===== src/rtl/vga_dither_out.sv =====
// VGA output stage: narrows core colour to the DAC width by truncate, round,
// ordered dither or colour bars, blanks outside the active area, delays sync.
module vga_dither_chan #(
   parameter int IN_W  = 8,
   parameter int OUT_W = 4
) (
   input  logic [1:0]       mode,
   input  logic [IN_W-1:0]  pix,
   input  logic [IN_W-1:0]  dith,
   input  logic             bar,
   output logic [OUT_W-1:0] q
);
   localparam int D = IN_W - OUT_W;
   localparam logic [IN_W-1:0] HALF = IN_W'(1 << (D - 1));

   logic [IN_W-1:0] off;
   logic [IN_W:0]   sum;

   // One extra sum bit catches overflow so bright inputs clamp instead of wrapping
   always_comb begin
      off = (mode == 2'd1) ? HALF : dith;
      sum = {1'b0, pix} + {1'b0, off};
      q   = '0;
      case (mode)
         2'd0:       q = pix[IN_W-1:D];
         2'd1, 2'd2: q = sum[IN_W] ? '1 : sum[IN_W-1:D];
         default:    q = {OUT_W{bar}};
      endcase
   end
endmodule

module vga_dither_out #(
   parameter int IN_W            = 8,
   parameter int OUT_W           = 4,
   parameter int SYNC_ACTIVE_LOW = 1,
   parameter int H_START         = 144,
   parameter int H_ACTIVE        = 640,
   parameter int V_START         = 35,
   parameter int V_ACTIVE        = 480
) (
   input  logic             CLK_25MHZ,
   input  logic             RESET_N,
   input  logic [1:0]       MODE,
   input  logic             IN_HSYNC,
   input  logic             IN_VSYNC,
   input  logic [IN_W-1:0]  IN_RED,
   input  logic [IN_W-1:0]  IN_GREEN,
   input  logic [IN_W-1:0]  IN_BLUE,
   output logic             VGA_HS,
   output logic             VGA_VS,
   output logic [OUT_W-1:0] VGA_R,
   output logic [OUT_W-1:0] VGA_G,
   output logic [OUT_W-1:0] VGA_B
);
   localparam int D = IN_W - OUT_W;
   localparam logic INACT = (SYNC_ACTIVE_LOW != 0);
   localparam logic [11:0] H_LO = 12'(H_START);
   localparam logic [11:0] H_HI = 12'(H_START + H_ACTIVE);
   localparam logic [10:0] V_LO = 11'(V_START);
   localparam logic [10:0] V_HI = 11'(V_START + V_ACTIVE);
   localparam logic [11:0] BAR_LAST = 12'(H_ACTIVE / 8 - 1);
   // Bayer entry k lives in nibble k, k = {line[1:0], col[1:0]}
   localparam logic [63:0] BAYER = 64'h5D7F91B36E4CA280;

   logic                       hs1, vs1, hs1_p, vs1_p;
   logic [2:0][IN_W-1:0]       pix1;
   logic [2:0][OUT_W-1:0]      q;
   logic [2:0]                 bar;
   logic [11:0]                col_q, col_cur, bcnt_q, bcnt_cur, bcnt_nxt;
   logic [10:0]                line_q, line_cur;
   logic [2:0]                 bidx_q, bidx_cur, bidx_nxt;
   logic                       h_ok_q, v_ok_q, hs_edge, vs_edge, active;
   logic [1:0]                 mode_q;
   logic [3:0]                 t;
   logic [IN_W-1:0]            dith;

   assign hs_edge = (hs1 ^ INACT) & ~(hs1_p ^ INACT);
   assign vs_edge = (vs1 ^ INACT) & ~(vs1_p ^ INACT);

   // Position of the pixel currently in stage 1; the registers hold last cycle's value
   always_comb begin
      col_cur  = hs_edge ? 12'd0 : ((col_q == 12'hFFF) ? col_q : col_q + 12'd1);
      line_cur = line_q;
      if (vs_edge)
         line_cur = 11'd0;
      else if (hs_edge && line_q != 11'h7FF)
         line_cur = line_q + 11'd1;
      // Position is trusted only once both syncs have been seen since reset
      active = (h_ok_q | hs_edge) & (v_ok_q | vs_edge) &
               (col_cur >= H_LO) & (col_cur < H_HI) &
               (line_cur >= V_LO) & (line_cur < V_HI);
      bcnt_cur = hs_edge ? 12'd0 : bcnt_q;
      bidx_cur = hs_edge ? 3'd0 : bidx_q;
      bcnt_nxt = bcnt_cur;
      bidx_nxt = bidx_cur;
      if (active) begin
         if (bcnt_cur == BAR_LAST) begin
            bcnt_nxt = 12'd0;
            bidx_nxt = bidx_cur + 3'd1;
         end else begin
            bcnt_nxt = bcnt_cur + 12'd1;
         end
      end
      t   = BAYER[{line_cur[1:0], col_cur[1:0]}*4 +: 4];
      bar = {~bidx_cur[0], ~bidx_cur[2], ~bidx_cur[1]};
   end

   generate
      if (D >= 4) begin : g_dshl
         logic [IN_W+3:0] t_wide;
         assign t_wide = (IN_W+4)'(t);
         assign dith   = IN_W'(t_wide << (D - 4));
      end else begin : g_dshr
         assign dith = IN_W'(t >> (4 - D));
      end

      for (genvar c = 0; c < 3; c++) begin : g_chan
         vga_dither_chan #(.IN_W(IN_W), .OUT_W(OUT_W)) u_chan (
            .mode (mode_q),
            .pix  (pix1[c]),
            .dith (dith),
            .bar  (bar[c]),
            .q    (q[c])
         );
      end
   endgenerate

   always_ff @(posedge CLK_25MHZ or negedge RESET_N) begin
      if (!RESET_N) begin
         hs1    <= INACT;
         vs1    <= INACT;
         hs1_p  <= INACT;
         vs1_p  <= INACT;
         pix1   <= '0;
         col_q  <= '0;
         line_q <= '0;
         bcnt_q <= '0;
         bidx_q <= '0;
         h_ok_q <= 1'b0;
         v_ok_q <= 1'b0;
         mode_q <= 2'd0;
         VGA_HS <= INACT;
         VGA_VS <= INACT;
         VGA_R  <= '0;
         VGA_G  <= '0;
         VGA_B  <= '0;
      end else begin
         hs1    <= IN_HSYNC;
         vs1    <= IN_VSYNC;
         hs1_p  <= hs1;
         vs1_p  <= vs1;
         pix1   <= {IN_BLUE, IN_GREEN, IN_RED};
         col_q  <= col_cur;
         line_q <= line_cur;
         bcnt_q <= bcnt_nxt;
         bidx_q <= bidx_nxt;
         h_ok_q <= h_ok_q | hs_edge;
         v_ok_q <= v_ok_q | vs_edge;
         if (vs_edge)
            mode_q <= MODE;
         VGA_HS <= hs1;
         VGA_VS <= vs1;
         VGA_R  <= active ? q[0] : '0;
         VGA_G  <= active ? q[1] : '0;
         VGA_B  <= active ? q[2] : '0;
      end
   end
endmodule


===== config.mk =====
export PLATFORM = sky130hd
export DESIGN_NAME = vga_dither_out
export DESIGN_NICKNAME = d
export VERILOG_FILES = /design/src/rtl/vga_dither_out.sv
export SDC_FILE = /design/constraint.sdc
export NUM_CORES = 1
export LEC_CHECK = 0
export BUFFER_PORTS_ARGS = -buffer_cell sky130_fd_sc_hd__buf_2
export CORE_MARGIN = 4
export CORE_UTILIZATION = 44
export CTS_BUF_LIST = sky130_fd_sc_hd__clkbuf_16
export DETAILED_ROUTE_END_ITERATION = 10
export HOLD_SLACK_MARGIN = 0.02
export PLACE_DENSITY = 0.64
export SETUP_SLACK_MARGIN = 0.02
export SYNTH_ARGS = -nofsm -noshare
export SYNTH_HDL_FRONTEND = slang
export SYNTH_SLANG_ARGS = --single-unit
export TNS_END_PERCENT = 20

===== constraint.sdc =====
create_clock -name CLK_25MHZ -period 5.7 [get_ports CLK_25MHZ]
set_input_delay 0.855 -clock CLK_25MHZ [delete_from_list [all_inputs] [get_ports CLK_25MHZ]]
set_output_delay 0.855 -clock CLK_25MHZ [all_outputs]
set_load 0.01 [all_outputs]

==> results of run 1 <==
[power breakdown]
group | internal, mW | total [mW] | switching [mW]
Sequential | 0.609 | 0.639 | 0.0300
Clock | 0.384 | 0.617 | 0.234
Combinational | 0.0979 | 0.243 | 0.145
[Yosys cell counts, types with 7 or more instances]
library cell	instances	area, um2
xnor2_1	10	87.6
inv_1	11	41.3
and3_1	13	81.3
nand4_1	13	81.3
nand2b_1	8	50.1
dfrtp_1	78	1950
nor2_1	30	113
a21oi_1	25	125
nand3_1	11	55.1
a31oi_1	13	81.3
or3_1	7	43.8
mux2i_1	10	100
clkbuf_1	7	26.3
ha_1	16	200
nand2_1	39	146
[placed cells by master, fill, tap and decap left out, drive strengths merged, types with 6 or more instances in the layout]
cell and instances:
dfrtp 78, buf 45, nand2 39, nor2 30
a21oi 25, ha 16, and3 14, nand4 13
a31oi 13, inv 13, nand3 11, o211ai 11
xnor2 10, mux2i 10, clkbuf 9, nand2b 8
and2 8, or3 7, o21ai 7, nor4 7
a41oi 7, a21o 6
[worst max-delay path: cells and delay by family, from the launching register on]
family	cells	cell delay, ns
mux	1	0.44
fa+ha+maj	2	0.56
xor+xnor	1	0.13
buf+inv	1	0.10
simple gates	4	1.10
flops	1	0.43
compound gates	3	0.82
[cell type report]
type                            instances  area (um2)
Inverter                               11        41.3
Clock buffer                            9         225
Timing Repair Buffer                   45         233
Tap cell                              133         166
Clock inverter                          7        93.8
Fill cell                             917        4740
Multi-Input combinational cell        308        2170
Sequential cell                        82        2060
[registers in the layout, summed over array words and instances, names as in the netlist, 2 cells and up]
| name | count |
|---|---|
| bcnt_q | 12 |
| bidx_q | 3 |
| pix1 | 24 |
| VGA_B | 4 |
| line_q | 11 |
| col_q | 12 |
| VGA_G | 4 |
| mode_q | 2 |
| VGA_R | 4 |
[logic make-up (layout without fill, tap and decap cells)]
group,after synthesis,after routing
AO/OA/AOI/OAI,107,107
XOR/XNOR,15,15
adder cells (fa/ha/maj),16,16
buffers and inverters,29,72
flip-flops,82,82
multiplexers,12,12
AND/OR/NAND/NOR,158,158
[metal layers]
metal | GRT usage [%] | part of all wire [%] | up-vias
li1 | - | - | 1655
met5 | 0 | 0 | -
met2 | 29.0 | 47 | 102
met4 | 8.03 | 2.1 | 0
met1 | 22.6 | 46 | 1657
met3 | 3.00 | 4.4 | 16
[path summary, 6_finish.rpt]
check,end,slack (ns),cells past startpoint
min,vs1_p$_DFF_PN1_,0.37,0
max,VGA_R[2]$_DFF_PN0_,2.05,12
max reg2reg,VGA_R[2]$_DFF_PN0_,2.05,12
min in group asynchronous,col_q[7]$_DFF_PN0_,0.65,1
max in group asynchronous,bcnt_q[1]$_DFF_PN0_,4.34,1
min reg2reg,vs1_p$_DFF_PN1_,0.37,0
==> flow_summary.ini, run 1 <==
[run_status]
status = complete, no violations

[placement]
routabilityCongestion = 0.866
place_inst = 579
io_buffers = 43
dp_hpwl_um = 6530
placed_area_um2 = 4670
dp_slack_ns = 2.11

[logic_synthesis]
avgSynthCellArea_um2 = 10.5
synthesis.area_um2 = 4390
yosysSeqAreaShare_pct = 46.8
synth_compound_area_share_pct = 19.2
synthCells = 419
synth_fa_ha_area_share_pct = 4.56
synth.net_count = 465
synth_flop_cell = dfrtp_1
synth_cell_type_count = 71
ys_warn_count = 0
synth_xor_area_share_pct = 2.99
ys_ff_latch = 82
muxShareOfSynthArea_pct = 2.79
async_reset_ff_share_pct = 100
synth_edf_count = 0
synth-simple-area-share_pct = 19.9
synth_top_family_by_area = simple AND/OR/NAND/NOR gates

[timing]
layout_min_cycle_time_ns = 3.65
setup_viol = 0
worst_pin_slew_ns = 1.09
setup_slack_ns = 2.05
fin_crit_sh_pct = 64.1
hold-worst-slack_ns = 0.372
finalHoldViolations = 0
rsz0062_at_grt = no
max_slew_margin_pct = 26.8
max_freq_mhz = 274
tns_ns = 0
skew_ns = 0.0123
maxSlewViolCount = 0

[route]
vias = 3430
drt_pass1_iterations = 4
drt_wl_total_um = 9370
drc = 0
dr.first_iter.drc_count = 232
wl_per_cell_um = 15.7
ant_nets = 0
routed_via_density = 5.76

[global_routing]
antenna_found_initial = 0
grt_pass1_wl_um = 16400
overflow = 0
grt_use_total_pct = 17.6
grt_max_degree = 83
grt_pass1_vias = 3502

[clock_tree]
clock_latency_ns = 0.34
cts_tree = done
clk_pin_slew_ns = 0.06
htreeDepth = 3
cts_made_buffers = 9
cts-resized-gates = 0
clock_path_buffers = 2
clock-sinks = 82
root_buffer = clkbuf_16
post-cts-setup-buffers = 0
hold_buffers = 0

[layout]
layout.nets = 503
area_growth_pct = 13.6
antennaDiodeCount = 0
instances_no_fill = 595
fin_area_um2 = 4990
drive_gt1_share_pct = 19.3
final_util_pct = 51.3

[run]
maxCapViolCount = 0

[min_path]
hp-class = register to register
worstHoldStart = vs1$_DFF_PN1_

[setup_path]
max_stage_delay_ns = 0.62
crit_type = register to register
worst_ep_required_time_ns = 5.95
arrival_ns = 3.91
path_cells = ha_1 > and3_2 > a41oi_2 > mux2_2 > inv_1 > xnor2_1 > nor2_1 > ha_1 > nand4_1 > o31ai_4 > or4b_2 > a31oi_1
rr_startpoint = line_q[0]$_DFF_PN0_
worstSetupEndpointType = register
slowest_stage = or4b_2
startpoint = line_q[0]$_DFF_PN0_
worst-path-max-fanout = 6
critPathLaunchType = register
crit_top_cell = ha_1

[power]
peakVddDrop_mv = 0.172
p_per_area_nw_per_um2 = 301
totalPowerFinal_mw = 1.50
leakage_nw = 2.34

[floorplan]
std_cell_rows = 36
die_y_um = 108
initial_core_util_pct = 45.1
ios = 44
die_area_um2 = 11600
die_w_um = 108
core_um2 = 9730
Power figures use the tool's default switching activity.
==> run 2, diff against run 1 <==
==> constraint.sdc (replaced) <==
create_clock -name CLK_25MHZ -period 3.7 [get_ports CLK_25MHZ]
set_input_delay 0.555 -clock CLK_25MHZ [delete_from_list [all_inputs] [get_ports CLK_25MHZ]]
set_output_delay 0.555 -clock CLK_25MHZ [all_outputs]
set_load 0.01 [all_outputs]
==> flow_summary.ini, run 2 (synthesis gave the netlist of run 1 again) <==
[route]
dr.first_iter.drc_count = 156
vias = 3406
routed_via_density = 5.60
drc = 0
wl_per_cell_um = 14.7
drt_wl_total_um = 8940
drt_pass1_iterations = 5
ant_nets = 0

[clock_tree]
htreeDepth = 3
cts_made_buffers = 9
root_buffer = clkbuf_16
clk_pin_slew_ns = 0.06
clock-sinks = 82
hold_buffers = 0
cts_tree = done
clock_path_buffers = 2
clock_latency_ns = 0.33

[layout]
multi_input_area_um2 = 2170
regMostFlops = pix1
final_common_cell = dfrtp_1
register_area_um2 = 2060
n_fill_cell = 906
largest_reg_flops = 24
antennaDiodeCount = 0
drive_gt1_share_pct = 21.9
area_growth_pct = 15.3
layout_common_cells = 77 x dfrtp_1, 42 x buf_2, 39 x nand2_1
reg.largest.list = pix1 x24, bcnt_q x12, col_q x12
layout.nets = 516

[timing]
hold-worst-slack_ns = 0.317
worst_pin_slew_ns = 0.987
tns_ns = 0
fin_crit_sh_pct = 93.3
setup_viol = 0
skew_ns = 0.00845
rsz0062_at_grt = no
layout_min_cycle_time_ns = 3.45
finalHoldViolations = 0
max_freq_mhz = 290
max_slew_margin_pct = 34.2
maxSlewViolCount = 0

[global_routing]
grt_use_total_pct = 16.4
grtUsageMet1_pct = 22.2
overflow = 0
grt_use_met3_pct = 2.64
grt_max_degree = 83
antenna_found_initial = 0
top_usage_layer = met2
grt_pass1_vias = 3193
grt_util_met2_pct = 26.4
grt_pass1_wl_um = 15300

[setup_path]
crit_type = register to register
path_cells = ha_1 > and3_2 > a41oi_2 > mux2_2 > inv_1 > xnor2_1 > nor2_1 > ha_1 > nand4_1 > o31ai_4 > or4b_2 > a31oi_1
worst_ep_required_time_ns = 3.95
critPathLaunchType = register
crit_top_cell = ha_1
worst-path-buf-inv = 1
max_stage_delay_ns = 0.63
worstSetupEndpointType = register
slowest_stage = or4b_2
cp_top_family = simple AND/OR/NAND/NOR gates
arrival_ns = 3.70
worst-path-max-fanout = 6

[floorplan]
die_area_um2 = 11600
die_w_um = 108
ios = 44
core_um2 = 9730
initial_core_util_pct = 45.1
std_cell_rows = 36
die_y_um = 108

[power]
leakage_nw = 2.39
totalPowerFinal_mw = 2.25
peakVddDrop_mv = 0.247
p_per_area_nw_per_um2 = 445

[placement]
routabilityCongestion = 0.900
io_buffers = 43
dp_hpwl_um = 6330

[min_path]
hp-class = input port to register

[run]
maxCapViolCount = 0

[run_status]
status = complete, no violations
[run 2: cell types whose count changed in the layout (fill, tap and decap cells not counted)]
cell and change:
buf_4 +13, clkinvlp_4 +2, and4_1 -1, and4_2 +1, bufinv_16 -1, clkinv_1 -1, clkinv_4 -1, dfrtp_1 -1
dfrtp_2 +1, inv_1 +1
[run 2: final cells by class]
class | instances | area share, %
timing repair buffer | 58 | 6.52
multi-input combinational | 308 | 42.9
clock buffer | 9 | 4.45
sequential | 82 | 40.6
clock inverter | 7 | 1.38
inverter | 11 | 0.815
tap | 133 | 3.29
[run 2: final timing paths]
kind                       cells after the start  slack [ns]                 from                   to
hold reg to reg                                0        0.37        vs1$_DFF_PN1_      vs1_p$_DFF_PN1_
setup reg to reg                              12        0.25  line_q[0]$_DFF_PN0_   VGA_R[2]$_DFF_PN0_
hold / removal                                 1        0.32             IN_VSYNC        vs1$_DFF_PN1_
max in group asynchronous                      1        2.62              RESET_N  line_q[0]$_DFF_PN0_
min in group asynchronous                      1        0.37              RESET_N   col_q[8]$_DFF_PN0_
setup / recovery                              12        0.25  line_q[0]$_DFF_PN0_   VGA_R[2]$_DFF_PN0_
[run 2: through the flow]
stage | cells | instance area, um2 | worst slack [ns] | util, %
2_1_floorplan | 419 | 4390 | 0.374 | -
3_3_place_gp | 589 | 4740 | 0.257 | 48.8
3_5_place_dp | 589 | 4740 | 0.209 | 48.8
4_1_cts | 605 | 5040 | 0.170 | 51.8
5_1_grt | 608 | 5060 | 0.0221 | 52.0
6_report | 608 | 5060 | 0.247 | 52.0
[run 2: report_power, final]
| group | switching (mW) | internal, mW |
|---|---|---|
| clock | 0.348 | 0.521 |
| sequential | 0.0446 | 0.939 |
| combinational | 0.228 | 0.174 |
[run 2: what timing repair did]
action                                  in CTS  in global routing
endpoints found under the setup margin       0                  1
setup buffers                                0                  3
gates resized for setup                      0                  2
[run 2: worst register-to-register path: cells and delay by family (launching register included)]
family	cells	cell delay, ns
mux	1	0.41
fa+ha+maj	2	0.53
xor+xnor	1	0.12
flops	1	0.44
simple gates	4	1.09
buf+inv	1	0.10
compound gates	3	0.68
[run 2: routing by layer]
metal,vias to the layer above,wire [um]
met4,0,151
met3,16,350
met2,90,4350
li1,1683,-
met1,1617,4090
met5,-,0
